File: src/rtl/bus_arbiter_pkg.sv
// Shared encodings for the two-master bus arbiter: FSM state codes and
// bus owner identifiers.
package bus_arbiter_pkg;

   localparam logic [1:0] ARB_IDLE   = 2'd0;
   localparam logic [1:0] ARB_ACCESS = 2'd1;
   localparam logic [1:0] ARB_RESP   = 2'd2;

   localparam logic OWN_DBG = 1'b0;
   localparam logic OWN_CPU = 1'b1;

   typedef enum logic [1:0] {
      S_IDLE   = ARB_IDLE,
      S_ACCESS = ARB_ACCESS,
      S_RESP   = ARB_RESP
   } arb_state_t;

endpackage

File: src/rtl/bus_arbiter_pick.sv
// Combinational winner select between debugger (M0) and CPU (M1) requests,
// either fixed M0 priority or round-robin against the previous owner.
module arb_pick
   import bus_arbiter_pkg::*;
#(
   parameter int RR = 1
) (
   input  logic r0,
   input  logic r1,
   input  logic last_owner,
   output logic grant,
   output logic winner
);

   always_comb begin
      grant  = r0 | r1;
      winner = OWN_DBG;
      if (r0 && r1) begin
         winner = (RR != 0) ? ~last_owner : OWN_DBG;
      end else if (r1) begin
         winner = OWN_CPU;
      end
   end

endmodule

File: src/rtl/bus_arbiter.sv
// Registered, handshaked arbiter granting one of two masters access to the
// shared memory bus: one bus_op strobe per transaction, rdy one cycle later.
module bus_arbiter
   import bus_arbiter_pkg::*;
#(
   parameter int ADR_W  = 32,
   parameter int DATA_W = 32,
   parameter int RR     = 1
) (
   input  logic                  clk,
   input  logic                  n_reset,
   input  logic                  m0_req,
   input  logic                  m1_req,
   input  logic [ADR_W-1:0]      m0_adr,
   input  logic [ADR_W-1:0]      m1_adr,
   input  logic [DATA_W-1:0]     m0_wdata,
   input  logic [DATA_W-1:0]     m1_wdata,
   input  logic [DATA_W/8-1:0]   m0_wren,
   input  logic [DATA_W/8-1:0]   m1_wren,
   output logic                  m0_rdy,
   output logic                  m1_rdy,
   output logic [DATA_W-1:0]     m0_rdata,
   output logic [DATA_W-1:0]     m1_rdata,
   input  logic                  cpu_en,
   output logic                  bus_op,
   output logic [ADR_W-1:0]      bus_adr,
   output logic [DATA_W-1:0]     bus_wdata,
   output logic [DATA_W/8-1:0]   bus_wren,
   input  logic [DATA_W-1:0]     bus_rdata,
   output logic                  bus_owner
);

   arb_state_t state, state_nxt;
   logic       last_owner;
   logic       r0, r1;
   logic       pick_r0, pick_r1;
   logic       pick_grant, pick_winner;
   logic       load;

   assign r0 = m0_req;
   assign r1 = m1_req & cpu_en;

   // In RESP the current owner's req is still high; mask it so only the
   // other master can be chained straight into the next ACCESS.
   assign pick_r0 = r0 & ~((state == S_RESP) && (bus_owner == OWN_DBG));
   assign pick_r1 = r1 & ~((state == S_RESP) && (bus_owner == OWN_CPU));

   arb_pick #(.RR(RR)) u_pick (
      .r0         (pick_r0),
      .r1         (pick_r1),
      .last_owner (last_owner),
      .grant      (pick_grant),
      .winner     (pick_winner)
   );

   always_comb begin
      state_nxt = state;
      load      = 1'b0;
      case (state)
         S_IDLE: begin
            if (pick_grant) begin
               state_nxt = S_ACCESS;
               load      = 1'b1;
            end
         end
         S_ACCESS: state_nxt = S_RESP;
         S_RESP: begin
            if (pick_grant) begin
               state_nxt = S_ACCESS;
               load      = 1'b1;
            end else begin
               state_nxt = S_IDLE;
            end
         end
         default: state_nxt = S_IDLE;
      endcase
   end

   always_ff @(posedge clk) begin
      if (!n_reset) begin
         state      <= S_IDLE;
         bus_adr    <= '0;
         bus_wdata  <= '0;
         bus_wren   <= '0;
         bus_owner  <= OWN_DBG;
         last_owner <= OWN_CPU;
      end else begin
         state <= state_nxt;
         if (load) begin
            bus_adr    <= (pick_winner == OWN_CPU) ? m1_adr   : m0_adr;
            bus_wdata  <= (pick_winner == OWN_CPU) ? m1_wdata : m0_wdata;
            bus_wren   <= (pick_winner == OWN_CPU) ? m1_wren  : m0_wren;
            bus_owner  <= pick_winner;
            last_owner <= pick_winner;
         end
      end
   end

   assign bus_op   = (state == S_ACCESS);
   assign m0_rdy   = (state == S_RESP) && (bus_owner == OWN_DBG);
   assign m1_rdy   = (state == S_RESP) && (bus_owner == OWN_CPU);
   assign m0_rdata = m0_rdy ? bus_rdata : '0;
   assign m1_rdata = m1_rdy ? bus_rdata : '0;

endmodule
File: config.mk
export PLATFORM = sky130hd
export DESIGN_NAME = bus_arbiter
export DESIGN_NICKNAME = d
export VERILOG_FILES = /design/src/rtl/bus_arbiter_pkg.sv /design/src/rtl/bus_arbiter_pick.sv /design/src/rtl/bus_arbiter.sv
export SDC_FILE = /design/constraint.sdc
export NUM_CORES = 1
export LEC_CHECK = 0
export BUFFER_PORTS_ARGS = -buffer_cell sky130_fd_sc_hd__buf_2
export CAP_MARGIN = 20
export CORE_AREA = 2 2 118 120
export DETAILED_ROUTE_END_ITERATION = 8
export DIE_AREA = 0 0 120 122
export GPL_ROUTABILITY_DRIVEN = 0
export PLACE_DENSITY = 0.68
export SYNTH_ARGS = -nofsm -noshare
export SYNTH_HDL_FRONTEND = slang
export SYNTH_HIERARCHICAL = 1
export SYNTH_SLANG_ARGS = --single-unit
File: constraint.sdc
create_clock -name clk -period 2.56 [get_ports clk]
set_input_delay 0.64 -clock clk [delete_from_list [all_inputs] [get_ports clk]]
set_output_delay 0.64 -clock clk [all_outputs]
set_load 0.02 [all_outputs]
==> results of run 1 <==
-- power by group through the flow --
stage,sequential (uW),clock (uW),combinational (uW)
finish,1300,1250,809
global placement,1320,0,812
floorplan,1460,0,338
CTS,1300,1290,821
global route,1310,1340,885
detailed placement,1320,0,819
-- worst min path at each step --
stage	to	slack, ps
floorplan	last_owner	440
global placement	bus_wdata[23]	500
detailed placement	bus_wdata[18]	510
CTS	bus_wdata[26]	510
global route	bus_wdata[13]	530
finish	bus_adr[13]	510
-- logic make-up after synthesis --
| logic type | synth area share (%) |
|---|---|
| AO/OA/AOI/OAI | 19.3 |
| AND/OR/NAND/NOR | 15.8 |
| multiplexers | 18.8 |
| flip-flops | 39.9 |
| buffers and inverters | 6.27 |
-- state kept, by name, indices dropped and copies added, names as in the netlist --
signal      count
bus_adr        32
bus_owner       1
bus_wdata      32
bus_wren        4
last_owner      1
state           2
-- metrics by stage --
| stage | power [uW] | area, sq um |
|---|---|---|
| 2_1_floorplan | 1800 | 3610 |
| 3_3_place_gp | 2130 | 5290 |
| 3_5_place_dp | 2140 | 5290 |
| 4_1_cts | 3410 | 5580 |
| 5_1_grt | 3540 | 5580 |
| 6_report | 3360 | 5590 |
-- layout make-up --
| class | instances | area, sq um | area share [%] |
|---|---|---|---|
| Clock inverter | 5 | 57.6 | 1.03 |
| Timing Repair Buffer | 315 | 1660 | 29.7 |
| Sequential cell | 72 | 1440 | 25.8 |
| Multi-Input combinational cell | 285 | 1960 | 35.1 |
| Antenna cell | 2 | 5.00 | 0.0896 |
| Tap cell | 180 | 225 | 4.03 |
| Clock buffer | 10 | 239 | 4.28 |
-- worst min-delay path, stage by stage (launching register included) --
cell,delay [ps]
dfxtp_1,300
o21ai_1,120
a21oi_1,40
-- cell usage in the layout, fill, tap and decap left out, drive strengths merged, types with 2 or more instances in the layout --
cell type,count
clkbuf,10
o21ai,68
a21oi,68
buf,315
clkinvlp,3
nand2,4
nor2b,3
dfxtp,72
and2,66
mux2i,68
diode,2
a21boi,2
-- per-layer routing --
layer | up-vias | part of all wire [%]
met5 | - | 0
met4 | 0 | 1.0
met1 | 1712 | 40
met2 | 161 | 51
met3 | 9 | 8.0
li1 | 1973 | -
==> flow_metrics.py, run 1 <==
metrics = {
    "setup_path": {
        "endpoint_kind": "output port",
        "r2r_setup_slack_ps": 620,
        "startpoint": "bus_owner",
        "cpLargestDelayFamily": "simple AND/OR/NAND/NOR gates",
        "r2r-end": "bus_wdata[4]",
        "cp_slowest_stage_delay_ps": 410,
        "cp.depth": 4,
        "slowest_stage": "dfxtp_1",
        "r2r_cells": 6,
        "critPathRequiredTime_ps": 1920,
        "start_kind": "flip-flop",
        "cp_cell_sequence": "and3b_2, buf_4, and2_4, buf_2",
        "rr_startpoint": "state[0]",
        "crit_path_max_fanout": 30,
        "crit_end": "m1_rdata[4]",
        "path_class": "reg2out",
        "crit_buf_inv": 2,
        "crit_arrival_ps": 1650,
    },
    "yosys": {
        "synth_nets": 567,
        "synthFlopType": "dfxtp_1",
        "synth_most_common_cell": "dfxtp_1",
        "synth_edf_count": 0,
        "syn_area_sq_um": 3610,
        "yosys.cell_types.count": 23,
        "syn_inst": 394,
        "ys_ff_latch": 72,
        "yosys.area.top_type": "dfxtp_1",
        "async_flop_share_pct": 0,
        "syn_avg_cell_area_sq_um": 9.17,
        "seq_area_frac_synth_pct": 39.9,
        "synth_common_cells": "dfxtp_1 (72), a21oi_1 (68), mux2i_1 (68), o21ai_1 (57), and2_1 (38)",
        "yosysTopAreaCellShare_pct": 39.9,
        "synth_warnings": 6,
        "synth.area.top_cells": "dfxtp_1 (40%), mux2i_1 (19%), a21oi_1 (9.4%), o21ai_1 (7.9%), and2_4 (6.8%)",
    },
    "grt": {
        "gr-usage-met1_pct": 16.8,
        "grt_pass1_vias": 3458,
        "grt_max_degree": 80,
        "overflow": 0,
        "track_usage_pct": 15.4,
        "antenna_found_initial": 0,
        "top_usage_layer": "met2",
        "grt_use_met3_pct": 4.78,
        "grt_use_met2_pct": 28.4,
        "grt_pass1_wl_mm": 17.5,
    },
    "power": {
        "power.share.switching_pct": 30.0,
        "pwr-share-clk_pct": 37.2,
        "p_leak_uw": 0.00286,
        "power_frac_comb_pct": 24.1,
        "p_seq_share_pct": 38.7,
        "internal_power_uw": 2350,
        "p_switching_uw": 1010,
        "power_density_nw_per_um2": 601,
        "peakVddDrop_mv": 0.281,
    },
    "cts": {
        "clockRootBuffer": "clkbuf_16",
        "ctsLongestPathBuffers": 2,
        "post-cts-setup-buffers": 0,
        "post_cts_resized": 0,
        "cts_tree": "done",
        "numCtsBuffers": 9,
        "htreeDepth": 3,
        "cts_hold_buf": 0,
        "clock_latency_ps": 330,
        "numClockSinks": 72,
        "clkTransAtPathRegs_ps": 60,
    },
    "floorplanning": {
        "die_h_um": 122,
        "fp-row-count": 43,
        "chipWidth_um": 120,
        "die-area_sq_um": 14600,
        "core_area_sq_um": 13500,
        "num_io_pins": 309,
        "start_util_pct": 26.8,
    },
    "timing": {
        "hold_viol": 0,
        "setup_tns_ps": 0,
        "clock_skew_ps": 7.47,
        "fin_crit_sh_pct": 89.3,
        "worstMarginPinSlew_ps": 512,
        "rsz0062_at_grt": "no",
        "setup_ws_ps": 274,
        "period_needed_ps": 2290,
        "clock.fmax_ghz": 0.437,
        "setup_violations": 0,
        "relSlewSlack_pct": 65.9,
        "drv_slew": 0,
        "holdWs_ps": 510,
    },
    "layout": {
        "postLayoutCoreUtil_pct": 41.4,
        "fin_cells": 869,
        "layout.nets": 856,
        "nFillCells": 1415,
        "area_delta_synth_final_pct": 54.6,
        "layout-drive-gt1-share_pct": 52.7,
    },
    "run_status": {
        "status": "completed",
    },
    "drt": {
        "viasPerCell": 4.44,
        "drt-pass1-iter-count": 6,
        "wire_per_inst_um": 13.7,
        "drt_iter0_markers": 124,
        "drc": 0,
        "via_count": 3855,
        "wirelength_mm": 11.9,
        "ant_nets": 0,
    },
    "min_path": {
        "hp-class": "reg2reg",
        "hold_path_depth": 2,
        "min-delay-start": "bus_adr[13]",
    },
    "flow_run": {
        "max_cap_viol_count": 0,
    },
    "place": {
        "port_buffers": 308,
        "dp_slack_ps": 536,
        "placed_cells": 852,
        "hpwl_mm": 9.18,
    },
}
No activity file was read; power rests on OpenSTA's default activity.
==> inputs of run 2 (changes only) <==
--- a/config.mk
+++ b/config.mk
@@ -7,12 +7,11 @@
 export LEC_CHECK = 0
 export BUFFER_PORTS_ARGS = -buffer_cell sky130_fd_sc_hd__buf_2
 export CAP_MARGIN = 20
-export CORE_AREA = 2 2 118 120
+export CORE_AREA = 2 2 121 123
 export DETAILED_ROUTE_END_ITERATION = 8
-export DIE_AREA = 0 0 120 122
+export DIE_AREA = 0 0 123 125
 export GPL_ROUTABILITY_DRIVEN = 0
-export PLACE_DENSITY = 0.68
+export PLACE_DENSITY = 0.65
 export SYNTH_ARGS = -nofsm -noshare
 export SYNTH_HDL_FRONTEND = slang
-export SYNTH_HIERARCHICAL = 1
 export SYNTH_SLANG_ARGS = --single-unit
==> run 2 against run 1 <==
Against the previous run:
- non-clock buffer count increased by 6
- first-iteration DRC count increased by 44%
- sequential share of layout area increased by 0.14 points
- final cell count increased by 9.0%
- worst setup slack got worse by 83 ps
- hold slack about the same
- wire length increased by 10%
- maximum frequency decreased by 3.5%
- global-route usage increased by 1.0 points
- die area increased by 5.0%
- combinational power increased by 4.1%
- register-to-register slack improved by 160 ps
==> flow_metrics.py, run 2 <==
metrics = {
    "run_status": {
        "status": "completed",
    },
    "timing": {
        "fin_crit_sh_pct": 92.5,
        "worstMarginPinSlew_ps": 428,
        "setup_tns_ps": 0,
        "hold_viol": 0,
        "rsz0062_at_grt": "no",
        "clock_skew_ps": 7.21,
        "clock.fmax_ghz": 0.422,
        "holdWs_ps": 509,
        "period_needed_ps": 2370,
        "relSlewSlack_pct": 71.4,
        "setup_violations": 0,
        "drv_slew": 0,
    },
    "cts": {
        "clockRootBuffer": "clkbuf_16",
        "ctsLongestPathBuffers": 2,
        "clkTransAtPathRegs_ps": 50,
        "htreeDepth": 3,
        "cts_tree": "done",
        "numCtsBuffers": 9,
        "numClockSinks": 72,
        "clock_latency_ps": 330,
        "cts_hold_buf": 0,
        "post-cts-setup-buffers": 0,
        "post_cts_resized": 0,
    },
    "place": {
        "dpl_cell_area_sq_um": 5230,
        "port_buffers": 308,
        "hpwl_mm": 9.67,
        "placed_cells": 931,
    },
    "grt": {
        "track_usage_pct": 16.4,
        "grt_pass1_vias": 3987,
        "antenna_found_initial": 0,
        "grt_max_degree": 73,
        "overflow": 0,
        "grt_pass1_wl_mm": 19.9,
    },
    "layout": {
        "layout.nets": 931,
        "top_regs": "bus_adr x32, bus_wdata x32, bus_wren x4",
        "fin_cells": 947,
        "final_cell_mix": "buf_2 (308), nand2_1 (138), dfxtp_1 (72)",
        "n_antenna_cell": 0,
        "nFillCells": 1534,
        "area_delta_synth_final_pct": 60.4,
        "post-route-cell-area_sq_um": 5560,
        "layout-drive-gt1-share_pct": 44.7,
        "layout_commonest_cell": "buf_2",
    },
    "power": {
        "power_density_nw_per_um2": 638,
        "p_leak_uw": 0.00295,
        "peakVddDrop_mv": 0.273,
        "internal_power_uw": 2490,
        "p_switching_uw": 1050,
        "p_seq_share_pct": 37.0,
        "power_frac_comb_pct": 23.8,
        "power.share.switching_pct": 29.7,
        "pwr-share-clk_pct": 39.2,
    },
    "drt": {
        "drt-pass1-iter-count": 4,
        "wirelength_mm": 13.1,
        "ant_nets": 0,
        "via_count": 4376,
        "viasPerCell": 4.62,
        "drt_iter0_markers": 178,
        "drc": 0,
        "wire_per_inst_um": 13.8,
    },
    "yosys": {
        "seq_area_frac_synth_pct": 41.6,
        "synth_most_common_cell": "nand2_1",
        "yosys.area.top_type": "dfxtp_1",
        "syn_avg_cell_area_sq_um": 7.38,
        "yosys.cell_types.count": 20,
        "synth.area.top_cells": "dfxtp_1 (42%), nand2_1 (15%), a31oi_1 (12%), and2_1 (12%), o21ai_1 (5.8%)",
        "yosysTopAreaCellShare_pct": 41.6,
        "syn_area_sq_um": 3460,
        "syn_inst": 469,
        "synthFlopType": "dfxtp_1",
        "synth_warnings": 0,
        "ys_ff_latch": 72,
        "async_flop_share_pct": 0,
        "synth_nets": 642,
        "synth_common_cells": "nand2_1 (138), dfxtp_1 (72), a31oi_1 (68), and2_1 (67), o21ai_1 (40)",
        "synth_edf_count": 0,
    },
    "floorplanning": {
        "fp-row-count": 44,
        "start_util_pct": 24.4,
        "die-area_sq_um": 15400,
        "num_io_pins": 309,
        "chipWidth_um": 123,
        "core_area_sq_um": 14200,
        "die_h_um": 125,
    },
    "setup_path": {
        "crit_path_max_fanout": 33,
        "endpoint_kind": "output port",
        "cp_slowest_stage_delay_ps": 390,
        "path_class": "reg2out",
        "slowest_stage": "dfxtp_1",
        "crit_arrival_ps": 1730,
        "start_kind": "flip-flop",
        "cp_cell_sequence": "nand3b_1, inv_1, buf_4, and2_1, buf_2",
        "critPathRequiredTime_ps": 1920,
    },
    "min_path": {
        "hp-class": "reg2reg",
    },
    "flow_run": {
        "max_cap_viol_count": 0,
    },
}
-- run 2: cell types whose count changed after synthesis, moves of 28 or more --
cell | previous run | this run
nand2_1 | 4 | 138
a31oi_1 | 0 | 68
mux2i_1 | 68 | 0
a21oi_1 | 68 | 1
and2_1 | 38 | 67
and2_4 | 28 | 0
-- run 2: critical path: cells and delay by family (launching register included) --
family | cells | cell delay [ps]
buf+inv | 3 | 550
flops | 1 | 390
simple gates | 2 | 440
-- run 2: metrics by stage --
stage | util [%] | total power, uW | setup slack (ps)
finish | 39.1 | 3540 | 191
detailed placement | 36.8 | 2190 | 465
CTS | 39.1 | 3600 | 171
global route | 39.1 | 3750 | 30.2
floorplan | - | 1800 | 442
global placement | 36.8 | 2180 | 501
-- run 2: power groups by stage --
stage	Combinational [uW]	Sequential (uW)	Clock, uW
after floorplan	327	1480	0
after global placement	842	1340	0
after detailed placement	851	1330	0
after CTS	853	1310	1430
after global routing	928	1330	1490
final	842	1310	1390
-- run 2: metal layers --
layer	global-route usage, %	wire [um]	part of all wire (%)
met5	0	0	0
met3	4.38	1110	8.4
met2	28.6	6410	49
met1	19.1	5250	40
met4	5.68	318	2.4
-- run 2: cell families after synthesis --
family / after synthesis / synth area share [%]
compound gates: 142 / 23.9
simple gates: 209 / 28.2
buf+inv: 46 / 6.25
flops: 72 / 41.6
-- run 2: layout make-up --
cell class | count | area, sq um | area share, %
clock inverter | 5 | 78.8 | 1.42
clock buffer | 11 | 253 | 4.55
multi-input combinational | 351 | 1830 | 32.9
timing repair buffer | 321 | 1710 | 30.8
inverter | 3 | 11.3 | 0.203
tap | 184 | 230 | 4.14
sequential | 72 | 1440 | 25.9
-- run 2: worst paths after layout --
check	from	to	slack, ps	depth (start not counted)
max	state[0]	m1_rdata[5]	190	5
min	last_owner	last_owner	510	2
max reg2reg	state[0]	bus_wdata[15]	780	5
min reg2reg	last_owner	last_owner	510	2
